==> config.mk <==
export PLATFORM = sky130hd
export DESIGN_NAME = mips_instr_encoder_flat
export DESIGN_NICKNAME = d
export VERILOG_FILES = /design/src/rtl/mips_instr_encoder_pkg.sv /design/src/rtl/mips_instr_encoder_if.sv /design/src/rtl/mips_instr_encoder_pack.sv /design/src/rtl/mips_instr_encoder.sv /design/src/flat_wrapper.sv
export SDC_FILE = /design/constraint.sdc
export NUM_CORES = 1
export LEC_CHECK = 0
export BUFFER_PORTS_ARGS = -buffer_cell sky130_fd_sc_hd__buf_2
export CAP_MARGIN = 20
export CORE_MARGIN = 2
export CORE_UTILIZATION = 35
export DETAILED_ROUTE_END_ITERATION = 12
export PLACE_DENSITY = 0.66
export SLEW_MARGIN = 20
export SYNTH_ARGS = -nofsm -noshare
export SYNTH_HDL_FRONTEND = slang
export SYNTH_SLANG_ARGS = --single-unit
==> constraint.sdc <==
create_clock -name clk -period 2.5 [get_ports clk]
set_clock_uncertainty 0.2 [all_clocks]
set_input_delay 0.125 -clock clk [delete_from_list [all_inputs] [get_ports clk]]
set_output_delay 0.125 -clock clk [all_outputs]
set_load 0.03 [all_outputs]
==> src/rtl/mips_instr_encoder_pkg.sv <==
// Shared types for the MIPS instruction encoder: request kinds, main-decoder opcodes, FSM states.
package mips_enc_pkg;

  typedef enum logic [2:0] {
    KIND_R    = 3'd0,
    KIND_LW   = 3'd1,
    KIND_SW   = 3'd2,
    KIND_BEQ  = 3'd3,
    KIND_ADDI = 3'd4,
    KIND_J    = 3'd5
  } kindE;

  localparam logic [5:0] OP_RTYPE = 6'h00;
  localparam logic [5:0] OP_LW    = 6'h23;
  localparam logic [5:0] OP_SW    = 6'h2B;
  localparam logic [5:0] OP_BEQ   = 6'h04;
  localparam logic [5:0] OP_ADDI  = 6'h08;
  localparam logic [5:0] OP_J     = 6'h02;

  typedef enum logic [1:0] {
    IDLE  = 2'd0,
    LOAD  = 2'd1,
    FLUSH = 2'd2,
    DONE  = 2'd3
  } stateE;

endpackage

==> src/rtl/mips_instr_encoder_if.sv <==
// Request-beat channel into the encoder: valid/ready handshake plus instruction fields.
interface mips_instr_encoder_if;
  logic        in_valid;
  logic        in_ready;
  logic [2:0]  in_kind;
  logic [4:0]  in_rs;
  logic [4:0]  in_rt;
  logic [4:0]  in_rd;
  logic [5:0]  in_funct;
  logic [25:0] in_imm;
  logic        in_last;

  modport master (
    output in_valid, in_kind, in_rs, in_rt, in_rd, in_funct, in_imm, in_last,
    input  in_ready
  );

  modport slave (
    input  in_valid, in_kind, in_rs, in_rt, in_rd, in_funct, in_imm, in_last,
    output in_ready
  );
endinterface

==> src/rtl/mips_instr_encoder_pack.sv <==
// Combinational packer: request kind + fields -> 32-bit MIPS word, with an illegal-kind flag.
module mips_instr_pack
  import mips_enc_pkg::*;
(
  input  logic [2:0]  kind,
  input  logic [4:0]  rs,
  input  logic [4:0]  rt,
  input  logic [4:0]  rd,
  input  logic [5:0]  funct,
  input  logic [25:0] imm,
  output logic [31:0] word,
  output logic        illegal
);

  always_comb begin
    word    = 32'h0000_0000;
    illegal = 1'b0;
    case (kind)
      KIND_R:    word = {OP_RTYPE, rs, rt, rd, 5'd0, funct};
      KIND_LW:   word = {OP_LW,   rs, rt, imm[15:0]};
      KIND_SW:   word = {OP_SW,   rs, rt, imm[15:0]};
      KIND_BEQ:  word = {OP_BEQ,  rs, rt, imm[15:0]};
      KIND_ADDI: word = {OP_ADDI, rs, rt, imm[15:0]};
      KIND_J:    word = {OP_J,    imm};
      // Illegal kinds fall back to all-zero, which decodes as sll $0,$0,0.
      default:   illegal = 1'b1;
    endcase
  end

endmodule

==> src/rtl/mips_instr_encoder.sv <==
// Streams encoded MIPS words into instruction memory at consecutive addresses.
// Optional ENCODER_CHECK_EN: drop illegal-kind beats and raise a sticky err flag.
module mips_instr_encoder
  import mips_enc_pkg::*;
#(
  parameter int AW    = 8,
  parameter int DEPTH = 256
) (
  input  logic                 clk,
  input  logic                 rst,
  input  logic                 start,
  input  logic [AW-1:0]        base_addr,
  mips_instr_encoder_if.slave  reqIf,
  output logic                 mem_we,
  output logic [AW-1:0]        mem_addr,
  output logic [31:0]          mem_wdata,
  output logic                 busy,
  output logic                 done,
  output logic [AW:0]          count,
  output logic                 err
);

  localparam logic [AW:0] DEPTH_CNT = (AW+1)'(DEPTH);
  localparam logic [AW:0] CNT_ONE   = (AW+1)'(1);

  stateE         stateReg, stateNext;
  logic [AW-1:0] ptrReg;
  logic [AW:0]   countReg;
  logic          memWeReg;
  logic [AW-1:0] memAddrReg;
  logic [31:0]   memWdataReg;
  logic          inReady;
  logic          beatAccept;
  logic          beatWrite;
  logic          lastBeat;
  logic [31:0]   packedWord;
  logic          packedIllegal;

  mips_instr_pack packer (
    .kind    (reqIf.in_kind),
    .rs      (reqIf.in_rs),
    .rt      (reqIf.in_rt),
    .rd      (reqIf.in_rd),
    .funct   (reqIf.in_funct),
    .imm     (reqIf.in_imm),
    .word    (packedWord),
    .illegal (packedIllegal)
  );

  assign beatAccept = reqIf.in_valid & inReady;

`ifdef ENCODER_CHECK_EN
  logic errReg;
  assign beatWrite = beatAccept & ~packedIllegal;

  always_ff @(posedge clk) begin
    if (rst)
      errReg <= 1'b0;
    else if (stateReg == IDLE && start)
      errReg <= 1'b0;
    else if (beatAccept && packedIllegal)
      errReg <= 1'b1;
  end

  assign err = errReg;
`else
  logic unusedIllegal;
  assign unusedIllegal = packedIllegal;
  assign beatWrite     = beatAccept;
  assign err           = 1'b0;
`endif

  // A session ends on an accepted last beat or on the write that fills DEPTH.
  assign lastBeat = beatAccept &
                    (reqIf.in_last | (beatWrite & ((countReg + CNT_ONE) == DEPTH_CNT)));

  always_ff @(posedge clk) begin
    if (rst)
      stateReg <= IDLE;
    else
      stateReg <= stateNext;
  end

  always_comb begin
    stateNext = stateReg;
    case (stateReg)
      IDLE:    if (start) stateNext = LOAD;
      LOAD:    if (lastBeat) stateNext = FLUSH;
      FLUSH:   stateNext = DONE;
      DONE:    stateNext = IDLE;
      default: stateNext = IDLE;
    endcase
  end

  always_comb begin
    inReady = (stateReg == LOAD);
    busy    = (stateReg != IDLE);
    done    = (stateReg == DONE);
  end

  assign reqIf.in_ready = inReady;

  // Output register stage: a beat accepted at cycle N is presented to memory at N+1.
  always_ff @(posedge clk) begin
    if (rst) begin
      ptrReg      <= '0;
      countReg    <= '0;
      memWeReg    <= 1'b0;
      memAddrReg  <= '0;
      memWdataReg <= '0;
    end else begin
      memWeReg <= beatWrite;
      if (stateReg == IDLE && start) begin
        ptrReg   <= base_addr;
        countReg <= '0;
      end
      if (beatWrite) begin
        memAddrReg  <= ptrReg;
        memWdataReg <= packedWord;
        ptrReg      <= ptrReg + 1'b1;
        countReg    <= countReg + CNT_ONE;
      end
    end
  end

  assign mem_we    = memWeReg;
  assign mem_addr  = memAddrReg;
  assign mem_wdata = memWdataReg;
  assign count     = countReg;

endmodule
==> src/flat_wrapper.sv <==
// flat-port wrapper written by rule: the top's interface ports become plain ports
module mips_instr_encoder_flat import mips_enc_pkg::*;
#(
  parameter int AW    = 8,
  parameter int DEPTH = 256
)
  (clk, rst, start, base_addr, mem_we, mem_addr, mem_wdata, busy, done, count, err, reqIf_in_valid, reqIf_in_kind, reqIf_in_rs, reqIf_in_rt, reqIf_in_rd, reqIf_in_funct, reqIf_in_imm, reqIf_in_last, reqIf_in_ready);
  mips_instr_encoder_if reqIf_i ();
  input  logic clk;
  input  logic rst;
  input  logic start;
  input  logic [AW-1:0] base_addr;
  output logic mem_we;
  output logic [AW-1:0] mem_addr;
  output logic [31:0] mem_wdata;
  output logic busy;
  output logic done;
  output logic [AW:0] count;
  output logic err;
  input wire logic [$bits(reqIf_i.in_valid)-1:0] reqIf_in_valid;
  input wire logic [$bits(reqIf_i.in_kind)-1:0] reqIf_in_kind;
  input wire logic [$bits(reqIf_i.in_rs)-1:0] reqIf_in_rs;
  input wire logic [$bits(reqIf_i.in_rt)-1:0] reqIf_in_rt;
  input wire logic [$bits(reqIf_i.in_rd)-1:0] reqIf_in_rd;
  input wire logic [$bits(reqIf_i.in_funct)-1:0] reqIf_in_funct;
  input wire logic [$bits(reqIf_i.in_imm)-1:0] reqIf_in_imm;
  input wire logic [$bits(reqIf_i.in_last)-1:0] reqIf_in_last;
  output wire logic [$bits(reqIf_i.in_ready)-1:0] reqIf_in_ready;
  assign reqIf_i.in_valid = reqIf_in_valid;
  assign reqIf_i.in_kind = reqIf_in_kind;
  assign reqIf_i.in_rs = reqIf_in_rs;
  assign reqIf_i.in_rt = reqIf_in_rt;
  assign reqIf_i.in_rd = reqIf_in_rd;
  assign reqIf_i.in_funct = reqIf_in_funct;
  assign reqIf_i.in_imm = reqIf_in_imm;
  assign reqIf_i.in_last = reqIf_in_last;
  assign reqIf_in_ready = reqIf_i.in_ready;
  mips_instr_encoder #(.AW(AW), .DEPTH(DEPTH)) u_core (.clk(clk), .rst(rst), .start(start), .base_addr(base_addr), .reqIf(reqIf_i), .mem_we(mem_we), .mem_addr(mem_addr), .mem_wdata(mem_wdata), .busy(busy), .done(done), .count(count), .err(err));
endmodule
# Word level (Yosys, flattened, before mapping)
# Index checks and enable logic that the tools add are counted.
[totals]
regBits = 60
in_bits = 63
elab_cells = 37
output_inout_bits = 54
[classes]
n_eq_ne = 11
reduce_logical = 6
bitwise = 4
addsub = 2
n_mux = 8
[ops]
columns = ["operator", "count"]
rows = [
  ["$pmux W32 S6", 1],
  ["$mux W9", 2],
  ["$mux W8", 2],
  ["$add A9 B1 Y9 const B", 1],
  ["$eq A9 B9 Y1 const B", 1],
  ["$add A8 B1 Y8 const B", 1],
  ["$pmux W2 S4", 1],
  ["$eq A3 B2 Y1 const B", 2],
  ["$eq A3 B3 Y1 const B", 2],
  ["$eq A2 B2 Y1 const B", 2],
  ["$mux W2", 2],
  ["$ne A2 B2 Y1 const B", 2],
  ["$reduce_bool A2 Y1", 2],
  ["$and A1 B1 Y1", 3],
  ["$eq A3 B1 Y1 const B", 1],
  ["$logic_not A3 Y1", 1],
  ["$eq A2 B1 Y1 const B", 1],
  ["$logic_not A2 Y1", 1],
  ["$reduce_and A2 Y1", 1],
  ["$logic_and A1 B1 Y1", 1],
  ["$or A1 B1 Y1", 1],
]

# Longest topological paths before layout
# Gate-level depths: netlist of the first run.
[depth]
depth_word = 7
ltp_mapped = 9
depth_no_buf = 7

# By module
# A second synthesis of the first run with hierarchy kept.
[unflattened]
cells_unflattened = 424
hier_area_um2 = 3249.4
[modules_own_cells]
columns = ["mod", "instances", "area_per_inst_um2", "cells_per_inst"]
rows = [
  ["mips_instr_encoder", 1, 2506.2, 317],
  ["mips_instr_pack", 1, 743.2, 107],
]

# Worst setup path after synthesis of the first run
# Ideal clock, no wire load.
[synth_path]
kind = "register to register"
from = "reg u_core.countReg[0] (netlist: u_core.count[0])"
to = "reg u_core.stateReg[1]"
stages_incl_launch_ff = 8
path_buffers = 1
setup_slack_ns = 0.135
t_arrival_ns = 2.050
required_ns = 2.185
setup_time_ns = 0.115
cell_sequence = "dfxtp_1 -> ha_1 -> clkbuf_1 -> nand2_1 -> a2111o_1 -> a221o_1 -> and3_1 -> o21ba_1"
[synth_between]
elab_chain_cells = 7
[synth_rtl]
columns = ["item", "line_no", "text"]
rows = [
  ["start: declaration", "mips_instr_encoder.sv:28", "logic [AW:0] countReg;"],
  ["start signal: assignment", "mips_instr_encoder.sv:121", "countReg <= countReg + CNT_ONE;"],
  ["$add A9 B1 Y9", "mips_instr_encoder.sv:75", "(reqIf.in_last | (beatWrite & ((countReg + CNT_ONE) == DEPTH_CNT)));"],
  ["$eq A9 B9 Y1", "mips_instr_encoder.sv:75", ""],
  ["$and A1 B1 Y1", "mips_instr_encoder.sv:75", ""],
  ["$or A1 B1 Y1", "mips_instr_encoder.sv:75", ""],
  ["$and A1 B1 Y1", "mips_instr_encoder.sv:74", "assign lastBeat = beatAccept &"],
  ["$ne A2 B2 Y1 (no line)", "n/a", ""],
  ["$reduce_and A2 Y1 (no line)", "n/a", ""],
  ["end signal: assignment", "mips_instr_encoder.sv:81", "stateReg <= stateNext;"],
  ["end: declaration", "mips_instr_encoder.sv:26", "stateE stateReg, stateNext;"],
]
# No other way between the ends.
# A chain may end at the register's enable or synchronous reset.

# Final worst setup path of the first run
[layout_path]
from = "reg u_core.stateReg[1]"
to = "reg u_core.ptrReg[7]"
[layout_between]
elab_chain_cells = 3
[layout_rtl]
columns = ["item", "line_no", "text"]
rows = [
  ["$eq A2 B1 Y1 / $logic_not A2 Y1 (equally long branches)", "mips_instr_encoder.sv:96, mips_instr_encoder.sv:113", ""],
  ["$and A1 B1 Y1 / $logic_and A1 B1 Y1 (equally long branches)", "mips_instr_encoder.sv:50, mips_instr_encoder.sv:113", ""],
  ["$mux W8 / $reduce_bool A2 Y1 (equally long branches)", "n/a", ""],
  ["end signal: assignment", "mips_instr_encoder.sv:114", "ptrReg <= base_addr;"],
  ["end signal: assignment", "mips_instr_encoder.sv:120", "ptrReg <= ptrReg + 1'b1;"],
  ["end: declaration", "mips_instr_encoder.sv:27", "logic [AW-1:0] ptrReg;"],
]
# Several ways; a longest one is shown, not always the timed one.

==> results of run 1 <==
[tightest hold or removal path, stage by stage]
cell      delay (ns)
buf_2           0.09
inv_1           0.06
o221ai_1        0.11
o21ai_0         0.08
nor2_1          0.04
[Yosys cell counts]
cell type	number	area share, %
and3b_1	1	0.30
ha_1	7	3.0
a21o_1	1	0.26
o221ai_1	10	3.0
nand2_1	27	3.5
a211oi_1	13	3.3
nand4b_1	2	0.60
mux2_2	1	0.39
dfxtp_1	58	40
nor3_1	15	2.6
buf_1	2	0.26
and3_1	7	1.5
o21ba_1	1	0.34
a21oi_1	22	3.8
nor2_1	66	8.5
inv_1	14	1.8
a211o_1	3	0.90
o21ai_0	19	3.3
o2111ai_1	1	0.30
a22oi_1	20	5.1
nand4_1	4	0.86
a2111o_1	1	0.39
a2bb2oi_1	11	3.3
and4_1	2	0.60
nor2b_1	1	0.21
a221oi_1	4	1.2
nand2b_1	1	0.21
buf_6	1	0.39
nand3_1	5	0.86
o211ai_1	1	0.26
conb_1	1	0.13
a21boi_0	2	0.51
buf_4	3	0.77
nor3b_1	3	0.77
or3b_2	1	0.30
a221o_1	1	0.34
a311oi_1	5	1.5
clkbuf_1	28	3.6
xnor2_1	2	0.60
and2_1	4	0.86
[final cells by class]
type	instances	share of cell area, %
Inverter	14	1.303
Clock inverter	5	0.7444
Timing Repair Buffer	150	23.48
Tap cell	105	3.257
Multi-Input combinational cell	266	38.93
Sequential cell	58	28.78
Clock buffer	11	3.505
[routing by layer]
metal	vias up	GRT usage, %	routed length [um]
li1	1591	-	-
met1	1474	22.89	3800
met2	90	32.28	4090
met3	4	5.850	477
met4	0	5.952	44
met5	-	0	0
[report_power, final]
part           switching (mW)  internal [mW]
logic                   0.859          0.481
registers               0.109           1.09
clock network           0.369          0.381
[sequential cells by signal (all words and copies together) (netlist names)]
register and count:
u_core.mem_wdata 30, u_core.mem_addr 8, u_core.mem_we 1, u_core.count 9, u_core.ptrReg 8, u_core.stateReg 2
[stage by stage]
stage | area [um^2] | instances | setup WS (ns)
after floorplan | 2927 | 372 | 0.1350
after global placement | 3548 | 562 | 0.3558
after detailed placement | 3548 | 562 | 0.2872
after CTS | 4030 | 609 | 0.1517
after global routing | 4034 | 609 | 0.02017
final | 4034 | 609 | 0.1350
[cells by family after synthesis]
family          synth area share [%]
buf+inv                        6.806
fa+ha+maj                      2.996
mux                           0.3852
simple gates                   21.58
flops                          39.73
compound gates                 27.78
other cells                   0.1283
xor+xnor                      0.5994
[repair_timing]
| action | in CTS | in global routing |
|---|---|---|
| endpoints found under the setup margin | 0 | 1 |
| gates resized for setup | 0 | 1 |
| endpoints found under the hold margin | 28 | 0 |
| hold buffers | 31 | 0 |
[worst paths after layout]
check                         end  slack, ns
max              u_core.ptrReg[7]       0.13
min          u_core.mem_wdata[23]       0.02
max reg2reg      u_core.ptrReg[7]       0.13
min reg2reg    u_core.mem_addr[6]       0.25
==> qor.txt, run 1 <==
Status -> finished clean
Pwr/cell area -> 814.6 nW/um^2
Final Util -> 49.34%
Fill count -> 818
Max Cap Viol -> 0
Yosys Warn Count -> 0
Fin crit period -> 2.365 ns
Reg2Reg Depth -> 8
Multi-input gate area -> 1570 um^2
Clock transition at path regs -> 0.07 ns
DP HPWL -> 5332 um
RSZ-0062 raised after global routing -> false
Highest-count cells in the layout ignoring fill and taps -> buf_2, nor2_1, dfxtp_1
Worst slew pin tran -> 0.6802 ns
Vias -> 3159
Root Buffer -> clkbuf_8
Period utilization -> 94.60%
Startpoint Class -> flip-flop
Setup TNS -> 0 ns
Critical Path End Type -> flip-flop
Most common cell after layout, fill and taps aside -> buf_2
Mapped Cells -> 371
CTS sink count -> 58
Total power -> 3.286 mW
Vias/cell -> 5.187
Worst setup startpoint -> u_core.stateReg[1]
Worst path bufs/invs -> 3
Max incr delay on CP -> 0.58 ns
Final Hold Viols -> 0
# IOs -> 117
Routed Antenna Nets -> 0
Worst path arrival time -> 2.43 ns
CP required -> 2.57 ns
Iter 0 DRT Violations -> 94
RePlAce Congestion -> 0.8626
Antenna cells -> 0
Buffers on Ports -> 114
Area grow syn2layout -> 38.01%
# rows -> 33
Syn avg cell area -> 7.878 um^2
CP max FO -> 17
Highest Clock Rate -> 0.4228 GHz
Slew headroom -> 54.49%
WHS Path Cells -> 5
CP Cell Sequence -> inv_1, ha_1, and2_2, buf_6, nand4_1, a2bb2oi_1, a21oi_1, dlygate4sd3_1
Post-synthesis register bit count -> 58
Hold Crit Start -> reqIf_in_rs[2]
Wire length per cell -> 13.81 um
Sequential share of the synthesized area -> 39.73%
All-Layer GR Usage -> 18.97%
Peak VDD IR -> 336.1 uV
Hold Path Class -> in2reg
Static Leak -> 1.832 nW
First-pass GRT wire length -> 13570 um
Nets@finish -> 569
Core area -> 8175 um^2
CP Class -> reg2reg
Cell Area, Synth -> 2923 um^2
Final setup violation count -> 0
Initial antenna violation count -> 0
Die area -> 9098 um^2
CTS tree -> done
Register area -> 1161 um^2
Post-CTS Setup Repair Bufs -> 0
Die Width -> 95.39 um
Total CTS buffers -> 9
Worst skew pair latency -> 0.32 ns
Critical Path Slowest Stage Cell -> dlygate4sd3_1
Pin count of the biggest net entering global routing -> 59
Clock Path Buffers -> 2
Drt pass-1 iters -> 4
Remaining DRCs -> 0
Fin. max-slew vios -> 0
Starting Density -> 35.75%
Number of H-tree levels -> 3
Layout cells sized above 1 -> 27.38%
Stages on the worst setup path -> 8
Routed wire length -> 8412 um
Top cell family by delay on the critical path -> buffers and inverters
Vias in the first global route -> 2910
Die Ht -> 95.39 um
Hold WS -> 0.02234 ns
Worst r2r src -> u_core.stateReg[1]
Post-synth cell types -> 40
Overflow after GRT -> 0
No activity file was read; power rests on OpenSTA's default activity.
==> run 2: changes to the inputs <==
==> constraint.sdc (replaced) <==
create_clock -name clk -period 2.5 [get_ports clk]
set_clock_uncertainty 0.2 [all_clocks]
set_input_delay 0.25 -clock clk [delete_from_list [all_inputs] [get_ports clk]]
set_output_delay 0.25 -clock clk [all_outputs]
set_load 0.03 [all_outputs]
==> run 2 against run 1 <==
Via count fell by 3.0%. Core utilization fell by 1.8 points. Die area unchanged. Flip-flop and latch count unchanged. Fmax increased by 6.2%. Largest cell class unchanged. Largest power group unchanged.
==> qor.txt, run 2 (synthesized netlist as in run 1, its figures left out) <==
Post-CTS sizing -> 0 (unchanged)
RePlAce Congestion -> 0.8609 (-0.20%)
Highest-count cells in the layout ignoring fill and taps -> buf_2, nor2_1, dfxtp_1
Starting Density -> 35.75% (unchanged)
Routed wire length -> 8077 um (-4.0%)
Fin crit period -> 2.226 ns (-0.1387 ns)
Switching Share -> 39.12% (-1.5 points)
Flop pwr share -> 34.6% (-1.8 points)
# IOs -> 117 (unchanged)
Vias in the first global route -> 2889 (-0.72%)
NetSw -> 1.352 mW (+1.2%)
Top cell family by delay on the critical path -> compound AO/OA/AOI/OAI gates
Pwr/cell area -> 888.9 nW/um^2 (+9.1%)
Max incr delay on CP -> 0.44 ns (-0.14 ns)
CTS tree -> done
Fin. max-slew vios -> 0 (unchanged)
Total CTS buffers -> 9 (unchanged)
Max Cap Viol -> 0 (unchanged)
Most common cell after layout, fill and taps aside -> buf_2
Drt pass-1 iters -> 5 (+1)
Highest Clock Rate -> 0.4492 GHz (+6.2%)
Slew headroom -> 58.56% (+4.1 points)
Period utilization -> 89.05% (-5.5 points)
Design area -> 3889 um^2 (-3.6%)
# rows -> 33 (unchanged)
All-Layer GR Usage -> 18.69% (-0.28 points)
Pint -> 2.104 mW (+7.9%)
CP required -> 2.49 ns (-0.08 ns)
Die Width -> 95.39 um (unchanged)
Number of H-tree levels -> 3 (unchanged)
Buffers on Ports -> 114 (unchanged)
DP HPWL -> 5550 um (+4.1%)
Remaining DRCs -> 0 (unchanged)
CP Class -> reg2reg
Gate power share -> 37.8% (-3.0 points)
Vias -> 3063 (-3.0%)
Layout cells sized above 1 -> 29.01% (+1.6 points)
Number of flip-flops in the largest register -> 30 (unchanged)
Overflow after GRT -> 0 (unchanged)
Pin count of the biggest net entering global routing -> 55 (-6.8%)
Static Leak -> 1.777 nW (-3.0%)
Final setup violation count -> 0 (unchanged)
DP Area -> 3571 um^2 (+0.63%)
Post-CTS Setup Repair Bufs -> 0 (unchanged)
Antenna cells -> 0 (unchanged)
Critical Path Slowest Stage Cell -> dfxtp_1
Hold Path Class -> in2reg
First-pass GRT wire length -> 13460 um (-0.82%)
Final setup margin -> 0.2737 ns (+0.1387 ns)
Clock power frac -> 27.7% (+4.9 points)
Worst skew pair latency -> 0.33 ns (about the same)
Routed Antenna Nets -> 0 (unchanged)
Dpl ws -> 0.2893 ns (+0.002066 ns)
Worst path arrival time -> 2.21 ns (-0.22 ns)
Clock Path Buffers -> 2 (unchanged)
Core area -> 8175 um^2 (unchanged)
Hold Buf Count CTS -> 10 (-68%)
Initial antenna violation count -> 0 (unchanged)
Final Util -> 47.57% (-1.8 points)
Setup TNS -> 0 ns (unchanged)
RSZ-0062 raised after global routing -> false
Iter 0 DRT Violations -> 102 (+8.5%)
Startpoint Class -> flip-flop
CTS sink count -> 58 (unchanged)
Worst path bufs/invs -> 0 (-3)
Nets@finish -> 551 (-3.2%)
Status -> finished clean
Vias/cell -> 5.183 (about the same)
Wire length per cell -> 13.67 um (-1.1%)
Critical Path End Type -> flip-flop
Hold WS -> 0.02706 ns (+0.004720 ns)
Worst slew pin tran -> 0.6193 ns (-0.06086 ns)
Area grow syn2layout -> 33.05%
Peak VDD IR -> 349.2 uV (+3.9%)
Final Hold Viols -> 0 (unchanged)
Die area -> 9098 um^2 (unchanged)
Root Buffer -> clkbuf_8
Die Ht -> 95.39 um (unchanged)
CP max FO -> 10 (-7)
Clock transition at path regs -> 0.07 ns (about the same)
CP Cell Sequence -> ha_1, nand2_1, a2111o_1, a221o_1, a211oi_1, a311oi_1
run 2: cell count changes in the layout (fill, tap and decap cells not counted):
cell and change:
clkinvlp_4 -1, inv_6 +1, clkinv_4 +1, buf_6 -1, buf_4 +4, clkinv_2 -2
dlygate4sd3_1 -21, bufinv_16 +2, clkbuf_8 -1
run 2: per-layer routing:
| metal | vias to the layer above | part of all wire [%] | global-route usage, % |
|---|---|---|---|
| met1 | 1411 | 46 | 23.52 |
| met2 | 94 | 46 | 30.63 |
| met3 | 6 | 7.1 | 6.324 |
| li1 | 1552 | - | - |
| met4 | 0 | 0.77 | 5.000 |
| met5 | - | 0 | 0 |
run 2: metrics by stage:
| step | std cells | total power, mW |
|---|---|---|
| after floorplan | 372 | 2.121 |
| after global placement | 565 | 2.485 |
| after detailed placement | 565 | 2.520 |
| after CTS | 591 | 3.504 |
| after global routing | 591 | 3.719 |
| final | 591 | 3.457 |
run 2: final cells by class:
class                      count  area (um^2)
tap                          105        131.4
clock buffer                  10        127.6
inverter                      14        52.55
multi-input combinational    266         1570
fill                         852         4287
clock inverter                 6        90.09
timing repair buffer         132        755.7
sequential                    58         1161
run 2: worst register-to-register path, stage by stage (launching register included):
cell and delay, ns:
dfxtp_1 0.44, ha_1 0.36, nand2_1 0.09, a2111o_1 0.35, a221o_1 0.31, a211oi_1 0.26
a311oi_1 0.07
run 2: power groups by stage:
stage,Combinational (mW),Sequential (mW),Clock (mW)
after global routing,1.46,1.22,1.03
after floorplan,0.700,1.42,0
after detailed placement,1.31,1.21,0
after global placement,1.28,1.21,0
after CTS,1.32,1.19,0.990
final,1.31,1.19,0.957
run 2: path summary, 6_finish.rpt:
check | start | to | slack [ns] | depth (start not counted)
setup reg to reg | u_core.count[0] | u_core.stateReg[0] | 0.27 | 6
setup / recovery | u_core.count[0] | u_core.stateReg[0] | 0.27 | 6
hold reg to reg | u_core.mem_addr[3] | u_core.mem_addr[3] | 0.25 | 2
hold / removal | reqIf_in_imm[5] | u_core.mem_wdata[5] | 0.03 | 3
==> run 3: changes to the inputs <==
CELL_PAD_IN_SITES_DETAIL_PLACEMENT = 2   (was default)
CELL_PAD_IN_SITES_GLOBAL_PLACEMENT = 2   (was default)
CORE_UTILIZATION = 26   (was 35)
PLACE_DENSITY = 0.84   (was 0.66)
==> run 3 against run 2 <==
Core utilization shrank 11 points. Cell area grew 1.9%. Worst hold slack lost 0.0054 ns. Clock power increased by 17%. Sequential share of layout area fell by 0.57 points. Largest power group unchanged. Register-to-register slack got worse by 0.10 ns. Critical path type unchanged. Routed wire length increased by 32%. Critical path depth grew 1. Fmax fell by 4.3%. Cell count rose by 6.1%. Sequential power is essentially flat. Combinational power rose by 4%.
==> qor.txt, run 3 (synthesized netlist as in run 1, its figures left out) <==
# IOs -> 117 (unchanged)
Root Buffer -> clkbuf_8
CP Class -> reg2reg
Max incr delay on CP -> 0.70 ns (+0.26 ns)
Drt pass-1 iters -> 4 (-1)
Final Hold Viols -> 0 (unchanged)
Highest-count cells in the layout ignoring fill and taps -> buf_2, nor2_1, dfxtp_1
Post-CTS sizing -> 0 (unchanged)
Critical Path Slowest Stage Cell -> a211oi_1
Pint -> 2.244 mW (+6.6%)
Top cell family by delay on the critical path -> compound AO/OA/AOI/OAI gates
Antenna cells -> 0 (unchanged)
CP required -> 2.58 ns (+0.09 ns)
CP Cell Sequence -> inv_1, ha_1, nand2_2, buf_4, a211oi_1, a22oi_1, nor2_1
Period utilization -> 93.07% (+4.0 points)
Status -> finished clean
Most common cell after layout, fill and taps aside -> buf_2
Hold Buf Count CTS -> 11 (+1)
RePlAce Congestion -> 0.7582 (-12%)
Layout cells sized above 1 -> 29.16% (+0.15 points)
Vias/cell -> 5.220 (+0.72%)
Initial antenna violation count -> 0 (unchanged)
First-pass GRT wire length -> 16970 um (+26%)
Hold Crit Start -> reqIf_in_imm[0]
Die Width -> 110.0 um (+15%)
Critical Path End Type -> flip-flop
Post-CTS Setup Repair Bufs -> 0 (unchanged)
Vias -> 3273 (+6.9%)
R2R Setup Slk -> 0.17 ns (-0.10 ns)
Cells after DPL -> 600 (+6.2%)
Flop pwr share -> 32.7% (-1.9 points)
WHS Path Cells -> 3 (unchanged)
Die area -> 12110 um^2 (+33%)
Gate power share -> 37.0% (-0.8 points)
Static Leak -> 1.797 nW (+1.1%)
Die Ht -> 110.0 um (+15%)
Routed Antenna Nets -> 0 (unchanged)
Vias in the first global route -> 3455 (+20%)
Wire length per cell -> 17.03 um (+25%)
Final setup margin -> 0.1732 ns (-0.1005 ns)
Slew headroom -> 47.46% (-11 points)
Pwr/cell area -> 928.7 nW/um^2 (+4.5%)
Core area -> 10890 um^2 (+33%)
Hold Path Class -> in2reg
Fill count -> 1276 (+50%)
Routed wire length -> 10680 um (+32%)
CP max FO -> 33 (+23)
CTS tree -> done
Dpl ws -> 0.2651 ns (-0.02420 ns)
RSZ-0062 raised after global routing -> false
Worst reg2reg path endpoint -> u_core.mem_wdata[8]
Peak VDD IR -> 371.0 uV (+6.2%)
Fin. max-slew vios -> 0 (unchanged)
CTS sink count -> 58 (unchanged)
Highest Clock Rate -> 0.4298 GHz (-4.3%)
Reg2Reg Depth -> 7 (+1)
Clock transition at path regs -> 0.07 ns (about the same)
Final std cells w/o fill -> 627 (+6.1%)
All-Layer GR Usage -> 18.17% (-0.52 points)
DP HPWL -> 7467 um (+35%)
Area grow syn2layout -> 35.62%
# rows -> 38 (+15%)
Startpoint Class -> flip-flop
Final setup violation count -> 0 (unchanged)
Iter 0 DRT Violations -> 72 (-29%)
Total CTS buffers -> 9 (unchanged)
Starting Density -> 26.84% (-8.9 points)
Buffers on Ports -> 114 (unchanged)
Worst slew pin tran -> 0.7833 ns (+0.1640 ns)
Worst r2r src -> u_core.stateReg[1]
Nets@finish -> 552 (+0.18%)
Fin crit period -> 2.327 ns (+0.1005 ns)
Clock power frac -> 30.3% (+2.6 points)
Pin count of the biggest net entering global routing -> 41 (-25%)
Setup TNS -> 0 ns (unchanged)
Worst skew pair latency -> 0.35 ns (+0.02 ns)
Number of flip-flops in the largest register -> 30 (unchanged)
Clock Path Buffers -> 2 (unchanged)
Worst path arrival time -> 2.41 ns (+0.20 ns)
NetSw -> 1.437 mW (+6.3%)
Remaining DRCs -> 0 (unchanged)
Worst path bufs/invs -> 2 (+2)
Max Cap Viol -> 0 (unchanged)
Hold Path End -> u_core.mem_wdata[0]
Switching Share -> 39.05% (-0.076 points)
Overflow after GRT -> 0 (unchanged)
Number of H-tree levels -> 3 (unchanged)
[run 3: cell count changes in the layout (fill, tap and decap cells not counted), sizes merged]
| cell | delta |
|---|---|
| dlygate4sd3 | +1 |
| bufinv | +1 |
| clkinvlp | -1 |
| inv | -1 |
| clkbuf | +1 |
[run 3: power groups by stage]
stage               Sequential (mW)  Combinational (mW)  Clock (mW)
finish                         1.20                1.36        1.12
global route                   1.23                1.51        1.20
CTS                            1.21                1.39        1.15
detailed placement             1.23                1.36           0
global placement               1.21                1.29           0
floorplan                      1.42               0.700           0
[run 3: worst register-to-register path, delay by kind of cell, from the launching register on]
kind	cells	cell delay, ns
DFF	1	0.34
adders and majority gates	1	0.24
buffers and inverters	2	0.36
and+or+nand+nor	2	0.22
AOI/OAI and AO/OA	2	0.91
[run 3: layout make-up]
class,instances,area (um^2),area share [%]
clock buffers,11,151.4,3.819
clock inverters,5,100.1,2.525
inverters,14,52.55,1.326
multi-input cells,266,1570,39.62
flip-flops and latches,58,1161,29.29
well taps,140,175.2,4.419
repair buffers,133,753.2,19.00
[run 3: how the worst max path moves through the flow]
| stage | from | endpoint | cells after the start |
|---|---|---|---|
| 6_report | u_core.stateReg[1] | u_core.mem_wdata[8] | 7 |
| 5_1_grt | u_core.stateReg[1] | u_core.mem_wdata[18] | 7 |
| 2_1_floorplan | u_core.count[0] | u_core.stateReg[1] | 7 |
| 3_3_place_gp | u_core.count[0] | u_core.stateReg[1] | 6 |
| 4_1_cts | u_core.count[0] | u_core.stateReg[1] | 6 |
| 3_5_place_dp | u_core.count[0] | u_core.stateReg[1] | 6 |
[run 3: routing by layer]
| metal | GRT usage, % | wire length (um) |
|---|---|---|
| met4 | 7.052 | 165 |
| met5 | 0 | 0 |
| met1 | 20.91 | 4514 |
| met2 | 32.34 | 5398 |
| met3 | 4.292 | 600 |
[run 3: through the flow]
step	hold WS, ns	cell area [um^2]	util, %	power [mW]
6_report	0.02169	3964	36.41	3.681
3_5_place_dp	0.2538	3602	33.08	2.584
5_1_grt	0.03262	3964	36.41	3.932
3_3_place_gp	0.2433	3602	33.08	2.502
4_1_cts	0.003715	3964	36.41	3.745
2_1_floorplan	0.1983	2927	-	2.121
